**config.mk**
```make
export PLATFORM = sky130hd
export DESIGN_NAME = relay_framer_flat
export DESIGN_NICKNAME = d
export VERILOG_FILES = /design/src/rtl/relay_framer_pkg.sv /design/src/rtl/relay_framer_if.sv /design/src/rtl/relay_framer_shift_detector.sv /design/src/rtl/relay_framer.sv /design/src/flat_wrapper.sv
export SDC_FILE = /design/constraint.sdc
export NUM_CORES = 1
export LEC_CHECK = 0
export BUFFER_PORTS_ARGS = -buffer_cell sky130_fd_sc_hd__buf_2
export CAP_MARGIN = 0
export CORE_MARGIN = 1
export CORE_UTILIZATION = 59
export DETAILED_ROUTE_END_ITERATION = 8
export GPL_ROUTABILITY_DRIVEN = 0
export PLACE_DENSITY = 0.87
export SYNTH_ARGS = -nofsm -noshare
export SYNTH_HDL_FRONTEND = slang
export SYNTH_HIERARCHICAL = 1
export SYNTH_SLANG_ARGS = --single-unit
```
**constraint.sdc**
```tcl
create_clock -name clk -period 3.4 [get_ports clk]
set_input_delay 0.17 -clock clk [delete_from_list [all_inputs] [get_ports clk]]
set_output_delay 0.17 -clock clk [all_outputs]
set_load 0.05 [all_outputs]
```
**src/rtl/relay_framer_pkg.sv**
```systemverilog
// Shared mode codes, default SOF/EOF patterns and helpers for the relay framer.
// No logic here: constants and a pure decode function only.
// No flow control: nothing in this file holds state.
package relay_framer_pkg;

  typedef logic [2:0] mode_t;

  localparam mode_t MODE_SNIFFER  = 3'b000;
  localparam mode_t TAGSIM_LISTEN = 3'b001;
  localparam mode_t TAGSIM_MOD    = 3'b010;
  localparam mode_t READER_LISTEN = 3'b011;
  localparam mode_t READER_MOD    = 3'b100;
  localparam mode_t FAKE_READER   = 3'b101;
  localparam mode_t FAKE_TAG      = 3'b110;

  localparam logic [19:0] DEF_RD_SOF      = 20'h0000C;
  localparam logic [19:0] DEF_RD_EOF1     = 20'h00000;
  localparam logic [19:0] DEF_RD_EOF2     = 20'hC0000;
  localparam logic [19:0] DEF_TG_SOF      = 20'h000F0;
  localparam logic [19:0] DEF_TG_EOF      = 20'h00000;
  localparam logic [19:0] DEF_TG_EOF_MASK = 20'h00FFF;

  // Only the two fake modes run the bit clock and the framer.
  function automatic logic is_fake(input mode_t m);
    return (m == FAKE_READER) || (m == FAKE_TAG);
  endfunction

endpackage

```
**src/rtl/relay_framer_if.sv**
```systemverilog
// Bundle of mode request, serial bit input and framer status outputs.
// Latency: none, wires only.
// No backpressure: all signals are level or single-cycle pulses.
interface relay_framer_if;
  import relay_framer_pkg::*;

  mode_t       hi_simulate_mod_type;
  logic        data_in;
  mode_t       mod_type;
  logic        data_out;
  logic        bit_strobe;
  logic        sof_pulse;
  logic        eof_pulse;
  logic        timeout_err;
  logic [15:0] frame_len;

  modport master (
    output hi_simulate_mod_type, data_in,
    input  mod_type, data_out, bit_strobe, sof_pulse, eof_pulse, timeout_err, frame_len
  );

  modport slave (
    input  hi_simulate_mod_type, data_in,
    output mod_type, data_out, bit_strobe, sof_pulse, eof_pulse, timeout_err, frame_len
  );

endinterface

```
**src/rtl/relay_framer_shift_detector.sv**
```systemverilog
// Receive shift buffer, bit-alignment counter and SOF/EOF pattern comparators.
// Latency: hits are combinational on the post-shift buffer of the current tick.
// No backpressure: one bit is consumed on every tick.
module relay_shift_detector #(
  parameter int               BUF_W       = 20,
  parameter int               ALIGN_W     = 3,
  parameter int               DATA_TAP    = 3,
  parameter logic [BUF_W-1:0] RD_SOF      = '0,
  parameter logic [BUF_W-1:0] RD_EOF1     = '0,
  parameter logic [BUF_W-1:0] RD_EOF2     = '0,
  parameter logic [BUF_W-1:0] TG_SOF      = '0,
  parameter logic [BUF_W-1:0] TG_EOF      = '0,
  parameter logic [BUF_W-1:0] TG_EOF_MASK = '0
) (
  input  logic clk,
  input  logic reset,
  input  logic clr,
  input  logic tick,
  input  logic align_clr,
  input  logic reader_mode,
  input  logic data_in,
  output logic sof_hit,
  output logic eof_hit,
  output logic data_tap
);

  logic [BUF_W-1:0]   shreg_q;
  logic [BUF_W-1:0]   shreg_nxt;
  logic [ALIGN_W-1:0] align_q;
  logic [ALIGN_W-1:0] align_nxt;

  assign shreg_nxt = {shreg_q[BUF_W-2:0], data_in};
  assign align_nxt = align_q + 1'b1;
  assign data_tap  = shreg_q[DATA_TAP];

  // Compare against the buffer as it will look after this tick's shift.
  always_comb begin
    sof_hit = 1'b0;
    eof_hit = 1'b0;
    if (tick) begin
      if (reader_mode) begin
        sof_hit = (shreg_nxt == RD_SOF);
        eof_hit = (align_nxt == '0) && ((shreg_nxt == RD_EOF1) || (shreg_nxt == RD_EOF2));
      end else begin
        sof_hit = (shreg_nxt == TG_SOF);
        eof_hit = (align_nxt == '0) && ((shreg_nxt & TG_EOF_MASK) == TG_EOF);
      end
    end
  end

  // Shift one bit per tick; a clear wins over everything, SOF realigns the counter.
  always_ff @(posedge clk or negedge reset) begin
    if (!reset) begin
      shreg_q <= '0;
      align_q <= '0;
    end else if (clr) begin
      shreg_q <= '0;
      align_q <= '0;
    end else if (tick) begin
      shreg_q <= shreg_nxt;
      align_q <= align_clr ? '0 : align_nxt;
    end
  end

endmodule

```
**src/rtl/relay_framer.sv**
```systemverilog
// Relay framer: bit-rate divider plus OFF/LISTEN/MOD framing FSM with timeout.
// Latency: mod_type and pulses update one clk after the deciding tick.
// No backpressure: the serial stream is sampled at the divider rate unconditionally.
module relay_framer
  import relay_framer_pkg::*;
#(
  parameter int               DIV_W       = 4,
  parameter logic [DIV_W-1:0] DIV_MATCH   = DIV_W'(8),
  parameter int               BUF_W       = 20,
  parameter int               ALIGN_W     = 3,
  parameter int               DATA_TAP    = 3,
  parameter logic [BUF_W-1:0] RD_SOF      = BUF_W'(DEF_RD_SOF),
  parameter logic [BUF_W-1:0] RD_EOF1     = BUF_W'(DEF_RD_EOF1),
  parameter logic [BUF_W-1:0] RD_EOF2     = BUF_W'(DEF_RD_EOF2),
  parameter logic [BUF_W-1:0] TG_SOF      = BUF_W'(DEF_TG_SOF),
  parameter logic [BUF_W-1:0] TG_EOF      = BUF_W'(DEF_TG_EOF),
  parameter logic [BUF_W-1:0] TG_EOF_MASK = BUF_W'(DEF_TG_EOF_MASK),
  parameter int               MAX_FRAME   = 1024
) (
  input  logic           clk,
  input  logic           reset,
  relay_framer_if.slave  bus
);

  localparam logic [1:0]  ST_OFF    = 2'd0;
  localparam logic [1:0]  ST_LISTEN = 2'd1;
  localparam logic [1:0]  ST_MOD    = 2'd2;
  localparam logic [15:0] TMO_CNT   = 16'(MAX_FRAME - 1);

  logic [1:0]       state_q, state_d;
  mode_t            mode_q, mod_type_d;
  logic [DIV_W-1:0] div_q;
  logic [15:0]      frame_cnt_q;
  logic             fake, tick, reader, mode_chg, det_clr;
  logic             sof_hit, eof_hit, sof_take, eof_take, tmo_take;

  assign fake     = is_fake(bus.hi_simulate_mod_type);
  assign tick     = fake && (div_q == DIV_MATCH);
  assign reader   = (bus.hi_simulate_mod_type == FAKE_READER);
  // Entering a fake mode from OFF or hopping between fake modes restarts framing.
  assign mode_chg = fake && ((state_q == ST_OFF) || (bus.hi_simulate_mod_type != mode_q));
  assign det_clr  = !fake || mode_chg;
  assign sof_take = !det_clr && (state_q == ST_LISTEN) && sof_hit;
  assign eof_take = !det_clr && (state_q == ST_MOD) && eof_hit;
  // EOF on the same tick as the limit takes priority over the timeout.
  assign tmo_take = !det_clr && (state_q == ST_MOD) && tick && !eof_hit &&
                    (frame_cnt_q >= TMO_CNT);

  relay_shift_detector #(
    .BUF_W(BUF_W), .ALIGN_W(ALIGN_W), .DATA_TAP(DATA_TAP),
    .RD_SOF(RD_SOF), .RD_EOF1(RD_EOF1), .RD_EOF2(RD_EOF2),
    .TG_SOF(TG_SOF), .TG_EOF(TG_EOF), .TG_EOF_MASK(TG_EOF_MASK)
  ) u_det (
    .clk(clk), .reset(reset), .clr(det_clr), .tick(tick), .align_clr(sof_take),
    .reader_mode(reader), .data_in(bus.data_in),
    .sof_hit(sof_hit), .eof_hit(eof_hit), .data_tap(bus.data_out)
  );

  // Next framing state and the modulation command it implies.
  always_comb begin
    state_d = state_q;
    if (!fake)                     state_d = ST_OFF;
    else if (mode_chg)             state_d = ST_LISTEN;
    else if (sof_take)             state_d = ST_MOD;
    else if (eof_take || tmo_take) state_d = ST_LISTEN;

    mod_type_d = bus.hi_simulate_mod_type;
    if (state_d == ST_LISTEN)   mod_type_d = reader ? READER_LISTEN : TAGSIM_LISTEN;
    else if (state_d == ST_MOD) mod_type_d = reader ? READER_MOD : TAGSIM_MOD;
  end

  // Free-running divider, FSM state and the tick counter of the current frame.
  always_ff @(posedge clk or negedge reset) begin
    if (!reset) begin
      div_q       <= '0;
      state_q     <= ST_OFF;
      mode_q      <= MODE_SNIFFER;
      frame_cnt_q <= '0;
    end else begin
      div_q   <= div_q + 1'b1;
      state_q <= state_d;
      if (fake) mode_q <= bus.hi_simulate_mod_type;
      if (det_clr || sof_take)
        frame_cnt_q <= '0;
      else if ((state_q == ST_MOD) && tick && (frame_cnt_q != 16'hFFFF))
        frame_cnt_q <= frame_cnt_q + 16'd1;
    end
  end

  // Registered outputs: command, strobes and the length of the last good frame.
  always_ff @(posedge clk or negedge reset) begin
    if (!reset) begin
      bus.mod_type    <= MODE_SNIFFER;
      bus.bit_strobe  <= 1'b0;
      bus.sof_pulse   <= 1'b0;
      bus.eof_pulse   <= 1'b0;
      bus.timeout_err <= 1'b0;
      bus.frame_len   <= '0;
    end else begin
      bus.mod_type    <= mod_type_d;
      bus.bit_strobe  <= tick;
      bus.sof_pulse   <= sof_take;
      bus.eof_pulse   <= eof_take;
      bus.timeout_err <= tmo_take;
      if (eof_take)
        bus.frame_len <= (frame_cnt_q == 16'hFFFF) ? 16'hFFFF : frame_cnt_q + 16'd1;
    end
  end

endmodule
```
**src/flat_wrapper.sv**
```systemverilog
// flat-port wrapper written by rule: the top's interface ports become plain ports
module relay_framer_flat import relay_framer_pkg::*;
#(
  parameter int               DIV_W       = 4,
  parameter logic [DIV_W-1:0] DIV_MATCH   = DIV_W'(8),
  parameter int               BUF_W       = 20,
  parameter int               ALIGN_W     = 3,
  parameter int               DATA_TAP    = 3,
  parameter logic [BUF_W-1:0] RD_SOF      = BUF_W'(DEF_RD_SOF),
  parameter logic [BUF_W-1:0] RD_EOF1     = BUF_W'(DEF_RD_EOF1),
  parameter logic [BUF_W-1:0] RD_EOF2     = BUF_W'(DEF_RD_EOF2),
  parameter logic [BUF_W-1:0] TG_SOF      = BUF_W'(DEF_TG_SOF),
  parameter logic [BUF_W-1:0] TG_EOF      = BUF_W'(DEF_TG_EOF),
  parameter logic [BUF_W-1:0] TG_EOF_MASK = BUF_W'(DEF_TG_EOF_MASK),
  parameter int               MAX_FRAME   = 1024
)
  (clk, reset, bus_hi_simulate_mod_type, bus_data_in, bus_mod_type, bus_data_out, bus_bit_strobe, bus_sof_pulse, bus_eof_pulse, bus_timeout_err, bus_frame_len);
  relay_framer_if bus_i ();
  input  logic clk;
  input  logic reset;
  input wire logic [$bits(bus_i.hi_simulate_mod_type)-1:0] bus_hi_simulate_mod_type;
  input wire logic [$bits(bus_i.data_in)-1:0] bus_data_in;
  output wire logic [$bits(bus_i.mod_type)-1:0] bus_mod_type;
  output wire logic [$bits(bus_i.data_out)-1:0] bus_data_out;
  output wire logic [$bits(bus_i.bit_strobe)-1:0] bus_bit_strobe;
  output wire logic [$bits(bus_i.sof_pulse)-1:0] bus_sof_pulse;
  output wire logic [$bits(bus_i.eof_pulse)-1:0] bus_eof_pulse;
  output wire logic [$bits(bus_i.timeout_err)-1:0] bus_timeout_err;
  output wire logic [$bits(bus_i.frame_len)-1:0] bus_frame_len;
  assign bus_i.hi_simulate_mod_type = bus_hi_simulate_mod_type;
  assign bus_i.data_in = bus_data_in;
  assign bus_mod_type = bus_i.mod_type;
  assign bus_data_out = bus_i.data_out;
  assign bus_bit_strobe = bus_i.bit_strobe;
  assign bus_sof_pulse = bus_i.sof_pulse;
  assign bus_eof_pulse = bus_i.eof_pulse;
  assign bus_timeout_err = bus_i.timeout_err;
  assign bus_frame_len = bus_i.frame_len;
  relay_framer #(.DIV_W(DIV_W), .DIV_MATCH(DIV_MATCH), .BUF_W(BUF_W), .ALIGN_W(ALIGN_W), .DATA_TAP(DATA_TAP), .RD_SOF(RD_SOF), .RD_EOF1(RD_EOF1), .RD_EOF2(RD_EOF2), .TG_SOF(TG_SOF), .TG_EOF(TG_EOF), .TG_EOF_MASK(TG_EOF_MASK), .MAX_FRAME(MAX_FRAME)) u_core (.clk(clk), .reset(reset), .bus(bus_i));
endmodule
```
# == Yosys cells after proc, flatten, opt, wreduce, memory -nomap -nowiden ==
# Index checks and enable logic that the tools add are counted.
# op_classes
magnitude_cmp,1
n_reduce_logical,28
add_sub_neg,3
eq_ne,13
n_mux,20
# op_table
cell,count
16-bit two-way mux,3
20-bit zero test,2
19-bit two-way mux,2
20-bit == test (second input constant),1
20-bit by 4-bit == test with 1-bit output (second input constant),1
20-bit by 8-bit == test with 1-bit output (second input constant),1
3-bit two-way mux,6
16-bit by 1-bit adder with 16-bit output (second input constant),1
16-bit == test (second input constant),1
16-bit by 10-bit >= comparator with 1-bit output (second input constant),1
16-bit != test (second input constant),1
1-bit logical AND,13
2-bit two-way mux,5
3-bit == test (second input constant),2
1-bit logical OR,6
4-bit by 1-bit adder with 4-bit output (second input constant),1
2-bit by 1-bit == test with 1-bit output (second input constant),2
2-bit == test (second input constant),2
4-bit == test (second input constant),1
1-bit two-way mux,4
2-bit nonzero test,2
3-bit by 1-bit adder with 3-bit output (second input constant),1
1-bit zero test,3
3-bit zero test,1
other kinds (2),2
# word_totals
output_inout_bits,24
in_bits,6
regBits,70
elab_cells,77

# == Logic depth before layout (Yosys ltp) ==
# depth
word_depth,17
mapped_depth,15
ltp_nobuf,14

# == Cells and area by module ==
# The synthesis kept the hierarchy.
# by_module_without_submodules
mod,instances,cells_per_inst,area_each_um2,seq_area_each_um2
relay_framer,1,252,2501.1,1201.2
relay_shift_detector,1,95,1079.8,550.5

# == Worst setup path before layout ==
# OpenSTA, ideal clock, no wires.
# synth_timing
path_kind,register to register
from,register u_core.div_q[0]
to,register u_core.bus.mod_type[1]
setup_ps,125
stages_incl_launch_ff,12
arrival_time_ps,2659
required_ps,3275
slack_ps,616
synth_period_minus_slack_ps,2784
path_buffers,1
cell_sequence,dfrtp_1 -> inv_1 -> ha_1 -> and4b_1 -> and2_1 -> buf_2 -> nor4b_2 -> nand2_1 -> a2111oi_2 -> nand3_1 -> a41oi_2 -> mux2_2
# synth_via
elab_chain_len,14
word_cells_on_any_way,19
classes_between,3 x eq/ne; 8 x mux; 8 x reduce/logical
# synth_lines
item,line,rtl
"start, declared",relay_framer.sv:32,logic [DIV_W-1:0] div_q;
"start signal, assigned",relay_framer.sv:80,div_q <= div_q + 1'b1;
4-bit == test *,relay_framer.sv:38,assign tick = fake && (div_q == DIV_MATCH);
1-bit logical AND *,relay_framer.sv:38,
via u_core.tick,relay_framer.sv:34,"logic fake, tick, reader, mode_chg, det_clr;"
1-bit two-way mux *,relay_framer_shift_detector.sv:40,if (tick) begin
via u_core.eof_hit,relay_framer.sv:35,"logic sof_hit, eof_hit, sof_take, eof_take, tmo_take;"
1-bit zero test,relay_framer.sv:46,assign tmo_take = !det_clr && (state_q == ST_MOD) && tick && !eof_hit &&
1-bit logical AND (2 in a row),relay_framer.sv:46,
1-bit logical OR *,relay_framer.sv:65,else if (eof_take || tmo_take) state_d = ST_LISTEN;
2-bit two-way mux *,relay_framer.sv:65,
2-bit two-way mux *,relay_framer.sv:64,else if (sof_take) state_d = ST_MOD;
2-bit two-way mux *,relay_framer.sv:63,else if (mode_chg) state_d = ST_LISTEN;
2-bit two-way mux *,relay_framer.sv:62,if (!fake) state_d = ST_OFF;
2-bit == test,relay_framer.sv:69,else if (state_d == ST_MOD) mod_type_d = reader ? READER_MOD : TAGSIM_MOD;
3-bit two-way mux,relay_framer.sv:69,
3-bit two-way mux *,relay_framer.sv:68,if (state_d == ST_LISTEN) mod_type_d = reader ? READER_LISTEN : TAGSIM_LISTEN;
via u_core.mod_type_d[1],relay_framer.sv:31,"mode_t mode_q, mod_type_d;"
"end signal, assigned",relay_framer.sv:100,bus.mod_type <= mod_type_d;
"end, declared",relay_framer_if.sv:24,"output mod_type, data_out, bit_strobe, sof_pulse, eof_pulse, timeout_err, frame_len"
# Mark *: on every way through the listed nets, which the timed path passes. The rest lies on a longest branch.
# A chain may end at the register's enable or synchronous reset.

# == Final worst setup path ==
# Ends and elaborated chain as after synthesis.

==> out/results.ini <==
[logic_synthesis]
async_flop_share=1.00
syn_nets=358
synthCells=347
synth_fa_ha_area_frac=0.0175
synth_xor_area_frac=0.0807
synth_compound_area_frac=0.121
ys_seq_area_frac=0.489
synthSimpleGateAreaFrac=0.183
netlist_area_mm2=0.00358
synth.avg_cell_area_um2=10.3
yosys.area.top_type=dfrtp_1
ys_top_cells_by_area=dfrtp_1, nor2_1, mux2i_1
synth-seq-cells=70
synth-edff-count=0
synth_cell_types=53
synth_top_family_by_area=simple AND/OR/NAND/NOR gates
synthFlopType=dfrtp_1
synth_warnings=6
synth_top_area_share=0.489
muxShareOfSynthArea=0.0646

[clocking]
cts.clk_slew.worst_paths_ns=0.07
postCtsSetupBuffers=0
h-tree-depth=3
cts_tree=built
root_buffer=clkbuf_8
cts_buffer_depth=2
cts_buffers=9
insertion_delay_ns=0.35
cts_sinks=70
post_cts_resized=0

[timing]
slew_violations=0
worstMarginPinSlew_ns=0.691
setup_viol=0
max_freq_ghz=0.336
finalCritPeriodShare=0.876
min_period_ns=2.98
max_slew_margin=0.538
rsz0062_at_grt=no
setup_ws_ns=0.423
skew_ns=0.00597
finalSetupTns_ns=0
finalHoldViolations=0

[power]
fin_total_pwr_uw=1530
p_leak_uw=0.00177
irDropWorstVdd_v=0.000266
power_density_mw_per_mm2=386

[final_layout]
register_area_mm2=0.00175
multi_input_area_mm2=0.00167
fin_nets=389
drive_gt1_frac=0.201
nFillCells=462
final_common_cell=dfrtp_1
layout_common_cells=dfrtp_1, nor2_1, buf_2, a21oi_1, mux2i_1
postLayoutCoreUtil=0.674
n_antenna_cell=0
synthToLayoutAreaGrowth_pct=10.8

[global_routing]
groute.usage.overall=0.257
antenna_found_initial=0
grt_pass1_vias=2567
grt_pass1_wl_mm=12.2
grt_max_degree=38
gr-total-overflow=0

[drt]
route.detailed.drc=1
first_pass_iters=6
antenna_left=0
vias=2623
drt_iter0_drc=215
detail_route.wl_per_cell_um=16.0
finalWirelength_mm=7.35
vias_per_cell=5.73

[run]
cap_violations=0

[place]
hpwlAfterDp_mm=4.98
pre_cts_slack_ns=0.459
io_buffer_count=29

[floorplan]
dieArea_mm2=0.00638
coreArea_mm2=0.00589
die_x_um=79.9
start_util=0.608
io-pin-count=30
die_h_um=79.9
rows=28

[worst_setup_path]
path_class=reg -> reg
crit_required_ns=3.63
cp_data_arrival_time_ns=3.21
r2r-start=u_core/div_q[0]
cp-startpoint=u_core/div_q[0]
crit_path_start_kind=flop
endpoint_kind=flop
critPathMaxFanout=7

[min_path]
hold_path.startpoint=bus_data_in
hold_path_class=in -> reg

[status]
violations=design-rule violations
outcome=finished with violations

[power breakdown]
part | internal [uW] | leakage, uW | total, uW | switching, uW
clock network | 303 | 0.0000913 | 618 | 316
registers | 839 | 0.000957 | 844 | 5.47
logic | 19.0 | 0.000721 | 68.5 | 49.5
total | 1160 | 0.00177 | 1530 | 370
[per-stage QoR]
stage,area [um^2],hold slack [ns],cells
2_1_floorplan,3580,-0.126,347
3_3_place_gp,3770,0.119,441
3_5_place_dp,3770,0.115,441
4_1_cts,3970,0.0889,458
5_1_grt,3970,0.123,458
6_report,3970,0.0965,458
[Yosys cell counts, types with 5 or more instances]
| library cell | number |
|---|---|
| nand2_1 | 20 |
| dfrtp_1 | 70 |
| inv_1 | 14 |
| nand3_1 | 7 |
| xor2_1 | 20 |
| nor2_1 | 63 |
| buf_2 | 11 |
| ha_1 | 5 |
| o211ai_2 | 8 |
| o21ai_0 | 6 |
| nand4_1 | 5 |
| a21oi_1 | 23 |
| mux2i_1 | 22 |
| xnor2_1 | 13 |
[timing repair]
item / in CTS / in global routing
hold endpoints to repair: 14 / 0
hold buffers: 1 / 0
endpoints found under the setup margin: 0 / 0
[path summary, 6_finish.rpt]
| path | cells past startpoint | endpoint | slack [ns] |
|---|---|---|---|
| min reg2reg | 1 | u_core/div_q[0] | 0.50 |
| max reg2reg | 10 | u_core/bus.mod_type[1] | 0.42 |
| max in group asynchronous | 3 | u_core/mode_q[0] | 2.33 |
| min in group asynchronous | 2 | u_core/frame_cnt_q[2] | 0.27 |
| min | 3 | u_core/u_det/shreg_q[0] | 0.1 |
| max | 10 | u_core/bus.mod_type[1] | 0.42 |
[critical path, stage by stage, from the launching register on]
cell       delay [ns]
dfrtp_1          0.40
inv_1            0.09
ha_1             0.14
and4b_1          0.21
and2_1           0.14
nor4b_2          0.23
nand2_1          0.10
a2111oi_2        0.53
nand3_1          0.35
a41oi_2          0.31
mux2_2           0.36
[cell type report]
| type | instances | area share |
|---|---|---|
| inverters | 15 | 0.0142 |
| well taps | 75 | 0.0237 |
| repair buffers | 37 | 0.0524 |
| flip-flops and latches | 70 | 0.442 |
| clock inverters | 5 | 0.00852 |
| clock buffers | 11 | 0.0382 |
| multi-input cells | 245 | 0.421 |
[state kept, by name, summed over array words and instances, names as in the netlist]
signal                  count
u_core/bus.bit_strobe       1
u_core/bus.timeout_err      1
u_core/mode_q               3
u_core/bus.eof_pulse        1
u_core/bus.mod_type         3
u_core/bus.frame_len       16
u_core/u_det/shreg_q       19
u_core/state_q              2
u_core/frame_cnt_q         16
u_core/div_q                4
u_core/bus.sof_pulse        1
u_core/u_det/align_q        3
[cells by family (layout without fill, tap and decap cells)]
family / Yosys count / count (layout)
XOR/XNOR: 33 / 33
adder cells (fa/ha/maj): 5 / 5
buffers and inverters: 32 / 68
AO/OA/AOI/OAI: 56 / 56
multiplexers: 23 / 23
AND/OR/NAND/NOR: 128 / 128
flip-flops: 70 / 70
[routing by layer]
metal	wire length (um)	track usage	vias to the layer above
met5	0	0	-
met4	158	0.113	0
li1	-	-	1255
met1	3350	0.334	1281
met2	3540	0.408	71
met3	305	0.0617	16
No activity file was read; power rests on OpenSTA's default activity.
